$ cat src/rtl/serial_word_tx_pkg.sv
// serial_word_tx_pkg
// Shared definitions for the serial word transmitter and the receiver-side
// divisibility checkers: state encoding, remainder width and the mod-3
// single-bit step used by mod3_acc.
package serial_word_tx_pkg;

   localparam int REM_W = 2;

   typedef logic [1:0] state_t;

   localparam state_t ST_IDLE   = 2'd0;
   localparam state_t ST_SHIFT  = 2'd1;
   localparam state_t ST_PARITY = 2'd2;
   localparam state_t ST_DONE   = 2'd3;

   // One remainder step for a single incoming bit b.
   //   dbl=1 : (2*rem + b) mod 3        (MSB-first stream)
   //   dbl=0 : (rem + b*weight) mod 3   (LSB-first stream, weight 1 or 2)
   // The unreduced sum never exceeds 5, so one conditional subtract suffices.
   function automatic logic [REM_W-1:0] mod3_step(input logic [REM_W-1:0] rem,
                                                  input logic             b,
                                                  input logic [1:0]       weight,
                                                  input logic             dbl);
      logic [2:0] sum;
      if (dbl)
         sum = {rem, 1'b0} + {2'b00, b};
      else
         sum = {1'b0, rem} + (b ? {1'b0, weight} : 3'd0);
      if (sum >= 3'd3)
         sum = sum - 3'd3;
      return sum[REM_W-1:0];
   endfunction

endpackage

$ cat src/rtl/serial_word_tx_mod3_acc.sv
// mod3_acc
// Running remainder mod 3 of a serial bit stream. Reusable on the receive
// side of the serial bit-stream interface.
// Ports:
//   clk, reset     clock, synchronous active-high reset
//   clr            restart the remainder at 0 (priority over en)
//   en             fold bit b into the remainder this edge
//   b              incoming bit
//   weight         2'd1 / 2'd2 positional weight (LSB-first mode only)
//   rem            current remainder, always 0..2
module mod3_acc
   import serial_word_tx_pkg::*;
#(
   parameter bit MSB_FIRST = 1'b1
) (
   input  logic             clk,
   input  logic             reset,
   input  logic             clr,
   input  logic             en,
   input  logic             b,
   input  logic [1:0]       weight,
   output logic [REM_W-1:0] rem
);

   always_ff @(posedge clk) begin
      if (reset || clr)
         rem <= '0;
      else if (en)
         rem <= mod3_step(rem, b, weight, MSB_FIRST);
   end

endmodule

$ cat src/rtl/serial_word_tx.sv
// serial_word_tx
// Parallel-to-serial transmitter: takes a W-bit word over valid/ready and
// emits it one bit per clock, tracking the remainder mod 3 of the bits sent.
// A one-cycle done pulse reports the final remainder and a divisible-by-3 flag.
// Optional build macro PARITY_BIT_EN appends an even-parity bit after the
// last data bit (not folded into the remainder).
// Ports:
//   clk, reset         clock, synchronous active-high reset
//   in_valid/in_ready  word handshake (ready only in IDLE)
//   in_data            word, sampled at acceptance only
//   bit_out/bit_valid  serial bit and its qualifier
//   first_bit/last_bit markers for the first/last data bit
//   rem_out            remainder of bits sent so far (lags the bit by a cycle)
//   done/div3          completion pulse and divisible-by-3 flag
//
// state      | meaning
// -----------+---------------------------------------------------
// ST_IDLE    | ready for a word, rem_out holds the last result
// ST_SHIFT   | one data bit per cycle, cnt = index 0..W-1
// ST_PARITY  | even-parity bit of the word (PARITY_BIT_EN only)
// ST_DONE    | one-cycle done pulse with final remainder
module serial_word_tx
   import serial_word_tx_pkg::*;
#(
   parameter int W         = 8,
   parameter bit MSB_FIRST = 1'b1
) (
   input  logic             clk,
   input  logic             reset,
   input  logic             in_valid,
   output logic             in_ready,
   input  logic [W-1:0]     in_data,
   output logic             bit_out,
   output logic             bit_valid,
   output logic             first_bit,
   output logic             last_bit,
   output logic [REM_W-1:0] rem_out,
   output logic             done,
   output logic             div3
);

   localparam int               CNT_W    = $clog2(W);
   localparam logic [CNT_W-1:0] CNT_LAST = CNT_W'(W - 1);

   state_t           state;
   logic [W-1:0]     shreg;
   logic [CNT_W-1:0] cnt;
   logic             cur_bit;
   logic             accept;
   logic             acc_en;
   logic [1:0]       acc_weight;
   logic [REM_W-1:0] rem;
`ifdef PARITY_BIT_EN
   logic             par;
`endif

   assign accept     = (state == ST_IDLE) && in_valid;
   assign cur_bit    = MSB_FIRST ? shreg[W-1] : shreg[0];
   assign acc_en     = (state == ST_SHIFT);
   // LSB-first: bit index == cnt, odd indices carry weight 2 (2^odd mod 3).
   assign acc_weight = cnt[0] ? 2'd2 : 2'd1;

   always_ff @(posedge clk) begin
      if (reset) begin
         state <= ST_IDLE;
         shreg <= '0;
         cnt   <= '0;
`ifdef PARITY_BIT_EN
         par   <= 1'b0;
`endif
      end else begin
         case (state)
            ST_IDLE: begin
               if (in_valid) begin
                  shreg <= in_data;
                  cnt   <= '0;
`ifdef PARITY_BIT_EN
                  par   <= 1'b0;
`endif
                  state <= ST_SHIFT;
               end
            end
            ST_SHIFT: begin
               if (MSB_FIRST)
                  shreg <= {shreg[W-2:0], 1'b0};
               else
                  shreg <= {1'b0, shreg[W-1:1]};
               cnt <= cnt + CNT_W'(1);
`ifdef PARITY_BIT_EN
               par <= par ^ cur_bit;
`endif
               if (cnt == CNT_LAST) begin
`ifdef PARITY_BIT_EN
                  state <= ST_PARITY;
`else
                  state <= ST_DONE;
`endif
               end
            end
`ifdef PARITY_BIT_EN
            ST_PARITY: state <= ST_DONE;
`endif
            ST_DONE:   state <= ST_IDLE;
            default:   state <= ST_IDLE;
         endcase
      end
   end

   mod3_acc #(.MSB_FIRST(MSB_FIRST)) u_acc (
      .clk    (clk),
      .reset  (reset),
      .clr    (accept),
      .en     (acc_en),
      .b      (cur_bit),
      .weight (acc_weight),
      .rem    (rem)
   );

   // Outputs decode only registered state; bit_out is forced low when idle.
   assign in_ready  = (state == ST_IDLE);
`ifdef PARITY_BIT_EN
   assign bit_valid = (state == ST_SHIFT) || (state == ST_PARITY);
   assign bit_out   = ((state == ST_SHIFT) && cur_bit) || ((state == ST_PARITY) && par);
`else
   assign bit_valid = (state == ST_SHIFT);
   assign bit_out   = (state == ST_SHIFT) && cur_bit;
`endif
   assign first_bit = (state == ST_SHIFT) && (cnt == '0);
   assign last_bit  = (state == ST_SHIFT) && (cnt == CNT_LAST);
   assign rem_out   = rem;
   assign done      = (state == ST_DONE);
   assign div3      = (state == ST_DONE) && (rem == '0);

endmodule

$ cat config.mk
export PLATFORM = sky130hd
export DESIGN_NAME = serial_word_tx
export DESIGN_NICKNAME = d
export VERILOG_FILES = /design/src/rtl/serial_word_tx_pkg.sv /design/src/rtl/serial_word_tx_mod3_acc.sv /design/src/rtl/serial_word_tx.sv
export SDC_FILE = /design/constraint.sdc
export NUM_CORES = 1
export LEC_CHECK = 0
export CAP_MARGIN = 20
export CORE_UTILIZATION = 45
export CTS_CLUSTER_SIZE = 8
export DETAILED_ROUTE_END_ITERATION = 10
export GPL_TIMING_DRIVEN = 0
export MAX_ROUTING_LAYER = met4
export PLACE_DENSITY = 0.75
export SLEW_MARGIN = 10
export SYNTH_ARGS = -nofsm -noshare
export SYNTH_HDL_FRONTEND = slang
export SYNTH_SLANG_ARGS = --single-unit
$ cat constraint.sdc
create_clock -name clk -period 2.55 [get_ports clk]
set_input_delay 0.3825 -clock clk [delete_from_list [all_inputs] [get_ports clk]]
set_output_delay 0.3825 -clock clk [all_outputs]
set_load 0.02 [all_outputs]
# Yosys cells after proc, flatten, opt, wreduce, memory -nomap -nowiden
# Cells that the tools add are included.
totals:
  ff_bits: 15
  inputBits: 11
  output_inout_bits: 9
op_classes:
  add_sub_neg: 3
  n_lt_le_gt_ge: 1
  n_eq_ne: 5
  mux: 10
  reduce_logical: 12
op_table:
  columns: ["op", "count"]
  rows:
  - ["$pmux W8 S2", 1]
  - ["$mux W3", 3]
  - ["$mux W8", 1]
  - ["$mux W2", 3]
  - ["$pmux W3 S2", 1]
  - ["$logic_and A1 B1 Y1", 5]
  - ["$logic_not A2 Y1", 2]
  - ["$pmux W2 S2", 1]
  - ["$reduce_and A2 Y1", 2]
  - ["$add A3 B1 Y3", 1]
  - ["$add A3 B1 Y3 const B", 1]
  - ["$eq A3 B3 Y1 const B", 1]
  - ["$ge A3 B2 Y1 const B", 1]
  - ["$logic_not A3 Y1", 1]
  - ["$eq A2 B1 Y1 const B", 1]
  - ["$eq A2 B2 Y1 const B", 1]
  - ["$ne A2 B1 Y1 const B", 1]
  - ["$ne A2 B2 Y1 const B", 1]
  - ["$reduce_bool A2 Y1", 1]
  - ["$sub A2 B2 Y2 const B", 1]
  - ["$logic_or A1 B1 Y1", 1]

# Longest topological paths before layout
# Gate-level depths: netlist of run 1.
logic_depth:
  depth_word: 6
  depth_mapped: 5
  depth_no_buf: 4

# Modules after synthesis
# A second synthesis of run 1 with hierarchy kept.
unflattened:
  hier_cells: 78
  area_unflattened_um2: 723.2
by_module_without_submodules:
  columns: ["mod", "n_inst", "cells_each", "area_each_um2", "seq_area_each_um2"]
  rows:
  - ["serial_word_tx", 1, 65, 591.8, 260.2]
  - ["mod3_acc", 1, 13, 131.4, 40.0]

# Worst setup path before layout of run 1
# OpenSTA, ideal clock, no wires.
synth_path:
  path_kind: "register -> output"
  from: "reg state[1]"
  to: "out div3"
  arrival_ns: 1.320
  slack_ns: 0.848
  path_stages_with_launch: 3
  n_path_buf: 0
  cell_sequence: "dfxtp_1 -> clkinv_1 -> nor4_1"
synth_between:
  elab_chain_cells: 2
synth_rtl:
  columns: ["element", "line_no", "source"]
  rows:
  - ["start: declaration", "serial_word_tx.sv:45", "state_t state;"]
  - ["start signal: assignment", "serial_word_tx.sv:65", "state <= ST_IDLE;"]
  - ["start signal: assignment", "serial_word_tx.sv:80", "state <= ST_SHIFT;"]
  - ["start signal: assignment", "serial_word_tx.sv:96", "state <= ST_DONE;"]
  - ["$eq A2 B2 Y1", "serial_word_tx.sv:132", "assign div3 = (state == ST_DONE) && (rem == '0);"]
  - ["$logic_and A1 B1 Y1", "serial_word_tx.sv:132", null]
  - ["end: declaration", "serial_word_tx.sv:39", "output logic div3"]
# Every way passes these cells.

# Worst setup path in the final report of run 1
# Same ends and word-level chain as after synthesis.

==> qor.csv, run 1 <==
stage;metric;value;unit
setup_path;worstSetupStartpointType;register;
placed_design;routabilityCongestion;0.800;
synth;async_reset_ff_frac;0;
clock_tree;cts_sinks;15;
floorplan;die-width;42.6;um
pwr;comb_power_share;0.200;
timing;rsz0062_at_grt;no;
timing;setup_viol;0;
grt;grt_pass1_wl;2720;um
pwr;netSwitchingFraction;0.273;
synth;yosysTopAreaCell;dfxtp_1;
floorplan;coreArea;1520;um2
placed_design;io_buffers;18;
grt;globalRoute.totalOverflow;0;
floorplan;num_rows;14;
layout;final_util;0.636;
floorplan;die_y;42.6;um
layout;area_delta_synth_final;30.5;%
layout;final_cell_mix;nor2_1, clkdlybuf4s50_1, dfxtp_1;
grt;grt_max_degree;11;
clock_tree;cts_buffers;3;
layout;layout_commonest_cell;nor2_1;
run_status;status;finished, final reports clean;
routing;wire_per_inst;11.9;um
layout;finalNetCount;125;
synth;syn_area;743;um2
pwr;p_int;361;uW
pwr;power;497;uW
timing;setup_tns;0;ns
clock_tree;max-clock-path-buffers;2;
floorplan;start_util;0.488;
synth;ys.warnings.count;0;
floorplan;pin_count;20;
pwr;vdd_drop_max;0.444;mV
clock_tree;clkTransAtPathRegs;0.09;ns
timing;hold_viol;0;
timing;max_freq;0.425;GHz
timing;fin_crit;2.35;ns
clock_tree;cts_root_buf;clkbuf_4;
routing;drtIter0Drc;12;
timing;slew_viol_final;0;
routing;drc;0;
routing;dr.pass1.iters;2;
grt;grt_usage;0.201;
pwr;p_per_area;512;nW/um2
grt;grt_pass1_vias;630;
routing;vias;681;
pwr;p_sw;136;uW
clock_tree;cts_resized;0;
setup_path;cp_data_arrival_time;1.97;ns
synth;synth_area_per_cell;8.54;um2
layout;fin_cells;125;
synth;ys_seq_elements;15;
clock_tree;cts_setup_buffers;0;
synth;synth-seq-area-share;0.404;
synth;syn_nets;102;
timing;tightest_slew;0.460;ns
clock_tree;ctsHoldBuffers;0;
layout;fill_cells;144;
placed_design;dp.cells;121;
setup_path;cp_max_fo;10;
timing;worst_clock_skew;0.00216;ns
pwr;p_seq_frac;0.524;
clock_tree;tritoncts;built;
routing;wirelength;1490;um
synth;synthFlopType;dfxtp_1;
synth;synth_edf_count;0;
synth;syn-instance-count;87;
worst_hold_path;hold_path.class;input port to register;
routing;antenna_left;0;
pwr;power_leakage;0.393;nW
setup_path;end_kind;primary output;
synth;synth_area_leaders;dfxtp_1, nor2_1, a211oi_1, ha_1, o2bb2ai_1;
floorplan;dieArea;1820;um2
layout;drive_gt1_frac;0.101;
synth;synthDistinctLibCells;27;
synth;synth_top_area_share;0.404;
setup_path;critPathRequiredTime;2.17;ns
run;max_cap_viol_count;0;
placed_design;dp_hpwl;1080;um
clock_tree;clk_latency;0.28;ns
timing;fin_crit_sh;0.922;
pwr;clkPwrFrac;0.276;
timing;slew_headroom;0.693;
setup_path;path_class;register to primary output;
clock_tree;htreeDepth;1;
layout;num_antenna_cells;0;
grt;antenna_found_initial;0;
routing;vias_per_cell;5.45;
==> final timing paths <==
check	from	to	slack [ns]	cells after the start
worst min register to register	shreg[0]$_SDFFE_PP0P_	shreg[0]$_SDFFE_PP0P_	0.49	2
worst min-delay path	in_valid	shreg[0]$_SDFFE_PP0P_	0.47	3
worst max register to register	u_acc.rem[0]$_SDFFE_PP0P_	u_acc.rem[0]$_SDFFE_PP0P_	1.14	4
worst max-delay path	state[1]$_SDFFE_PP0P_	div3	0.20	3
==> per-stage QoR <==
step | hold WS (ns) | instance area [um2] | worst slack (ns)
global route | 0.494 | 970 | 0.0222
CTS | 0.468 | 970 | 0.195
finish | 0.469 | 970 | 0.199
floorplan | 0.454 | 743 | 0.848
detailed placement | 0.472 | 943 | 0.497
global placement | 0.471 | 943 | 0.491
==> layout make-up <==
type                            instances  area [um2]  area share
Multi-Input combinational cell         62         399       0.412
Sequential cell                        15         300       0.310
Timing Repair Buffer                   18         180       0.186
Buffer                                  6        28.8      0.0297
Clock buffer                            4        26.3      0.0271
Tap cell                               16        20.0      0.0206
Inverter                                4        15.0      0.0155
==> power by group through the flow <==
stage	clock network (mW)	logic [mW]	registers, mW
global placement	0	0.0974	0.265
CTS	0.138	0.100	0.260
finish	0.137	0.0996	0.260
floorplan	0	0.0621	0.265
global route	0.152	0.111	0.263
detailed placement	0	0.0998	0.266
==> Yosys cell counts, types with 2 or more instances <==
cell / number
buf_2: 5
inv_1: 3
o22ai_1: 3
ha_1: 4
a22oi_1: 2
a211oi_1: 8
and2_1: 2
o2bb2ai_1: 4
nor2_1: 20
a21oi_1: 2
nor4_1: 2
nor2b_1: 2
nor3_1: 2
dfxtp_1: 15
==> logic make-up after synthesis <==
group	share of synthesized area
and+or+nand+nor	0.229
AOI/OAI and AO/OA	0.241
DFF	0.404
buffers and inverters	0.0589
adders and majority gates	0.0673
==> state kept, by name (all words and copies together), names as in the netlist <==
signal	count
cnt	3
state	2
shreg	8
u_acc.rem	2
==> critical path: stages (launching register included) <==
cell and delay [ns]:
dfxtp_1 0.45, clkinv_1 0.30, nor4_1 0.30, clkdlybuf4s50_1 0.65
==> layer usage <==
layer / part of all wire / vias to the layer above / routed length [um] / GRT usage
li1: - / 355 / - / -
met1: 0.49 / 313 / 729 / 0.248
met2: 0.48 / 13 / 715 / 0.318
met3: 0.030 / 0 / 45 / 0.0431
met4: 0 / 0 / 0 / 0.0750
met5: 0 / - / 0 / -
Power figures use the tool's default switching activity.
==> run 2: changes to the inputs <==
--- a/config.mk
+++ b/config.mk
@@ -11,7 +11,7 @@
 export DETAILED_ROUTE_END_ITERATION = 10
 export GPL_TIMING_DRIVEN = 0
 export MAX_ROUTING_LAYER = met4
-export PLACE_DENSITY = 0.75
+export PLACE_DENSITY = 0.86
 export SLEW_MARGIN = 10
 export SYNTH_ARGS = -nofsm -noshare
 export SYNTH_HDL_FRONTEND = slang
==> constraint.sdc (replaced) <==
create_clock -name clk -period 2.65 [get_ports clk]
set_input_delay 0.3975 -clock clk [delete_from_list [all_inputs] [get_ports clk]]
set_output_delay 0.3975 -clock clk [all_outputs]
set_load 0.02 [all_outputs]
==> qor.csv, run 2 (synthesis results as in run 1) <==
stage;metric;value;unit;change
setup_path;end_kind;primary output;;unchanged
layout;stdcell_area;970;um2;unchanged
routing;vias_per_cell;5.50;;was 5.45
grt;grt_usage;0.209;;was 0.201
clock_tree;cts_sinks;15;;unchanged
clock_tree;ctsHoldBuffers;0;;unchanged
layout;num_antenna_cells;0;;unchanged
worst_hold_path;hold_path.class;input port to register;;unchanged
layout;finalNetCount;125;;unchanged
clock_tree;htreeDepth;1;;unchanged
clock_tree;cts_buffers;3;;unchanged
layout;area_delta_synth_final;30.5;%;unchanged
routing;wire_per_inst;12.1;um;was 11.9 um
run;max_cap_viol_count;0;;unchanged
routing;wirelength;1510;um;was 1490 um
layout;drive_gt1_frac;0.101;;unchanged
timing;slew_headroom;0.711;;was 0.693
clock_tree;max-clock-path-buffers;2;;unchanged
routing;drtIter0Drc;16;;was 12
timing;tightest_slew;0.434;ns;was 0.460 ns
floorplan;die-width;42.6;um;unchanged
floorplan;dieArea;1820;um2;unchanged
clock_tree;clk_latency;0.29;ns;was 0.28 ns
timing;fin_crit_sh;0.908;;
clock_tree;cts_setup_buffers;0;;unchanged
grt;globalRoute.totalOverflow;0;;unchanged
timing;fin_crit;2.41;ns;
clock_tree;cts_resized;0;;unchanged
timing;hold_viol;0;;unchanged
timing;setup_viol;0;;unchanged
floorplan;num_rows;14;;unchanged
floorplan;start_util;0.488;;unchanged
clock_tree;tritoncts;built;;unchanged
setup_path;critical_path.cell_chain;clkinv_1 > nor4_1 > clkdlybuf4s50_1;;unchanged
placed_design;io_buffers;18;;unchanged
setup_path;cp_data_arrival_time;2.01;ns;was 1.97 ns
layout;reg_top3;shreg (8), cnt (3);;unchanged
setup_path;path_class;register to primary output;;unchanged
placed_design;routabilityCongestion;0.761;;was 0.800
routing;drc;0;;unchanged
floorplan;die_y;42.6;um;unchanged
setup_path;critPathRequiredTime;2.25;ns;was 2.17 ns
floorplan;pin_count;20;;unchanged
placed_design;dp_hpwl;1080;um;about the same
setup_path;worstSetupStartpointType;register;;unchanged
routing;vias;688;;was 681
grt;grt_pass1_wl;2730;um;was 2720 um
placed_design;dp_slack;0.596;ns;was 0.497 ns
layout;largest_reg_flops;8;;unchanged
grt;grt_pass1_vias;644;;was 630
setup_path;critical_path.max_stage_delay;0.64;ns;was 0.65 ns
placed_design;post_dp_cell_area;943;um2;unchanged
timing;rsz0062_at_grt;no;;unchanged
floorplan;coreArea;1520;um2;unchanged
timing;setup_tns;0;ns;unchanged
timing;worst_hold_slack;0.473;ns;was 0.469 ns
placed_design;dp.cells;121;;unchanged
setup_path;crit_family;buffers and inverters;;unchanged
layout;layout_commonest_cell;nor2_1;;unchanged
pwr;power_leakage;0.393;nW;unchanged
routing;antenna_left;0;;unchanged
layout;final_util;0.636;;unchanged
layout;fin_cells;125;;unchanged
setup_path;crit_slowest_cell;clkdlybuf4s50_1;;unchanged
timing;max_freq;0.415;GHz;
setup_path;crit_buf_inv;2;;unchanged
pwr;vdd_drop_max;0.297;mV;was 0.444 mV
grt;antenna_found_initial;0;;unchanged
layout;final_cell_mix;nor2_1, clkdlybuf4s50_1, dfxtp_1;;unchanged
routing;dr.pass1.iters;4;;was 2
timing;slew_viol_final;0;;unchanged
grt;grt_max_degree;11;;unchanged
timing;worst_clock_skew;0.00437;ns;was 0.00216 ns
pwr;power;481;uW;was 497 uW
clock_tree;clkTransAtPathRegs;0.09;ns;about the same
setup_path;cp_max_fo;10;;unchanged
run_status;status;finished, final reports clean;;unchanged
timing;setup_ws;0.243;ns;was 0.199 ns
clock_tree;cts_root_buf;clkbuf_4;;unchanged
layout;top_register;shreg;;unchanged
layout;fill_cells;133;;was 144
pwr;p_per_area;497;nW/um2;was 512 nW/um2
[run 2: routing by layer]
metal  vias up  track usage  wire, um
met5         -            -         0
met4         0        0.150        44
met3         5       0.0388        84
met2        25        0.309       711
met1       302        0.251       666
li1        356            -         -
[run 2: path summary, 6_finish.rpt]
| check | from | end | slack, ns | cells past startpoint |
|---|---|---|---|---|
| min | in_valid | shreg[0]$_SDFFE_PP0P_ | 0.47 | 3 |
| min reg2reg | shreg[0]$_SDFFE_PP0P_ | shreg[0]$_SDFFE_PP0P_ | 0.48 | 2 |
| max | state[1]$_SDFFE_PP0P_ | div3 | 0.24 | 3 |
| max reg2reg | u_acc.rem[0]$_SDFFE_PP0P_ | u_acc.rem[0]$_SDFFE_PP0P_ | 1.24 | 4 |
[run 2: worst min-delay path, cell delays in order]
cell and delay [ns]:
buf_2 0.16, nand4_1 0.11, a21oi_1 0.06
[run 2: final cells by class]
type	count	area [um2]	area share
Multi-Input combinational cell	62	399	0.412
Sequential cell	15	300	0.310
Timing Repair Buffer	18	180	0.186
Buffer	6	28.8	0.0297
Clock buffer	4	26.3	0.0271
Tap cell	16	20.0	0.0206
Inverter	4	15.0	0.0155
[run 2: power by group]
part | switching, mW | total (mW) | internal, mW
clock network | 0.0767 | 0.135 | 0.0587
logic | 0.0466 | 0.0958 | 0.0492
registers | 0.0102 | 0.250 | 0.240
total | 0.133 | 0.481 | 0.348
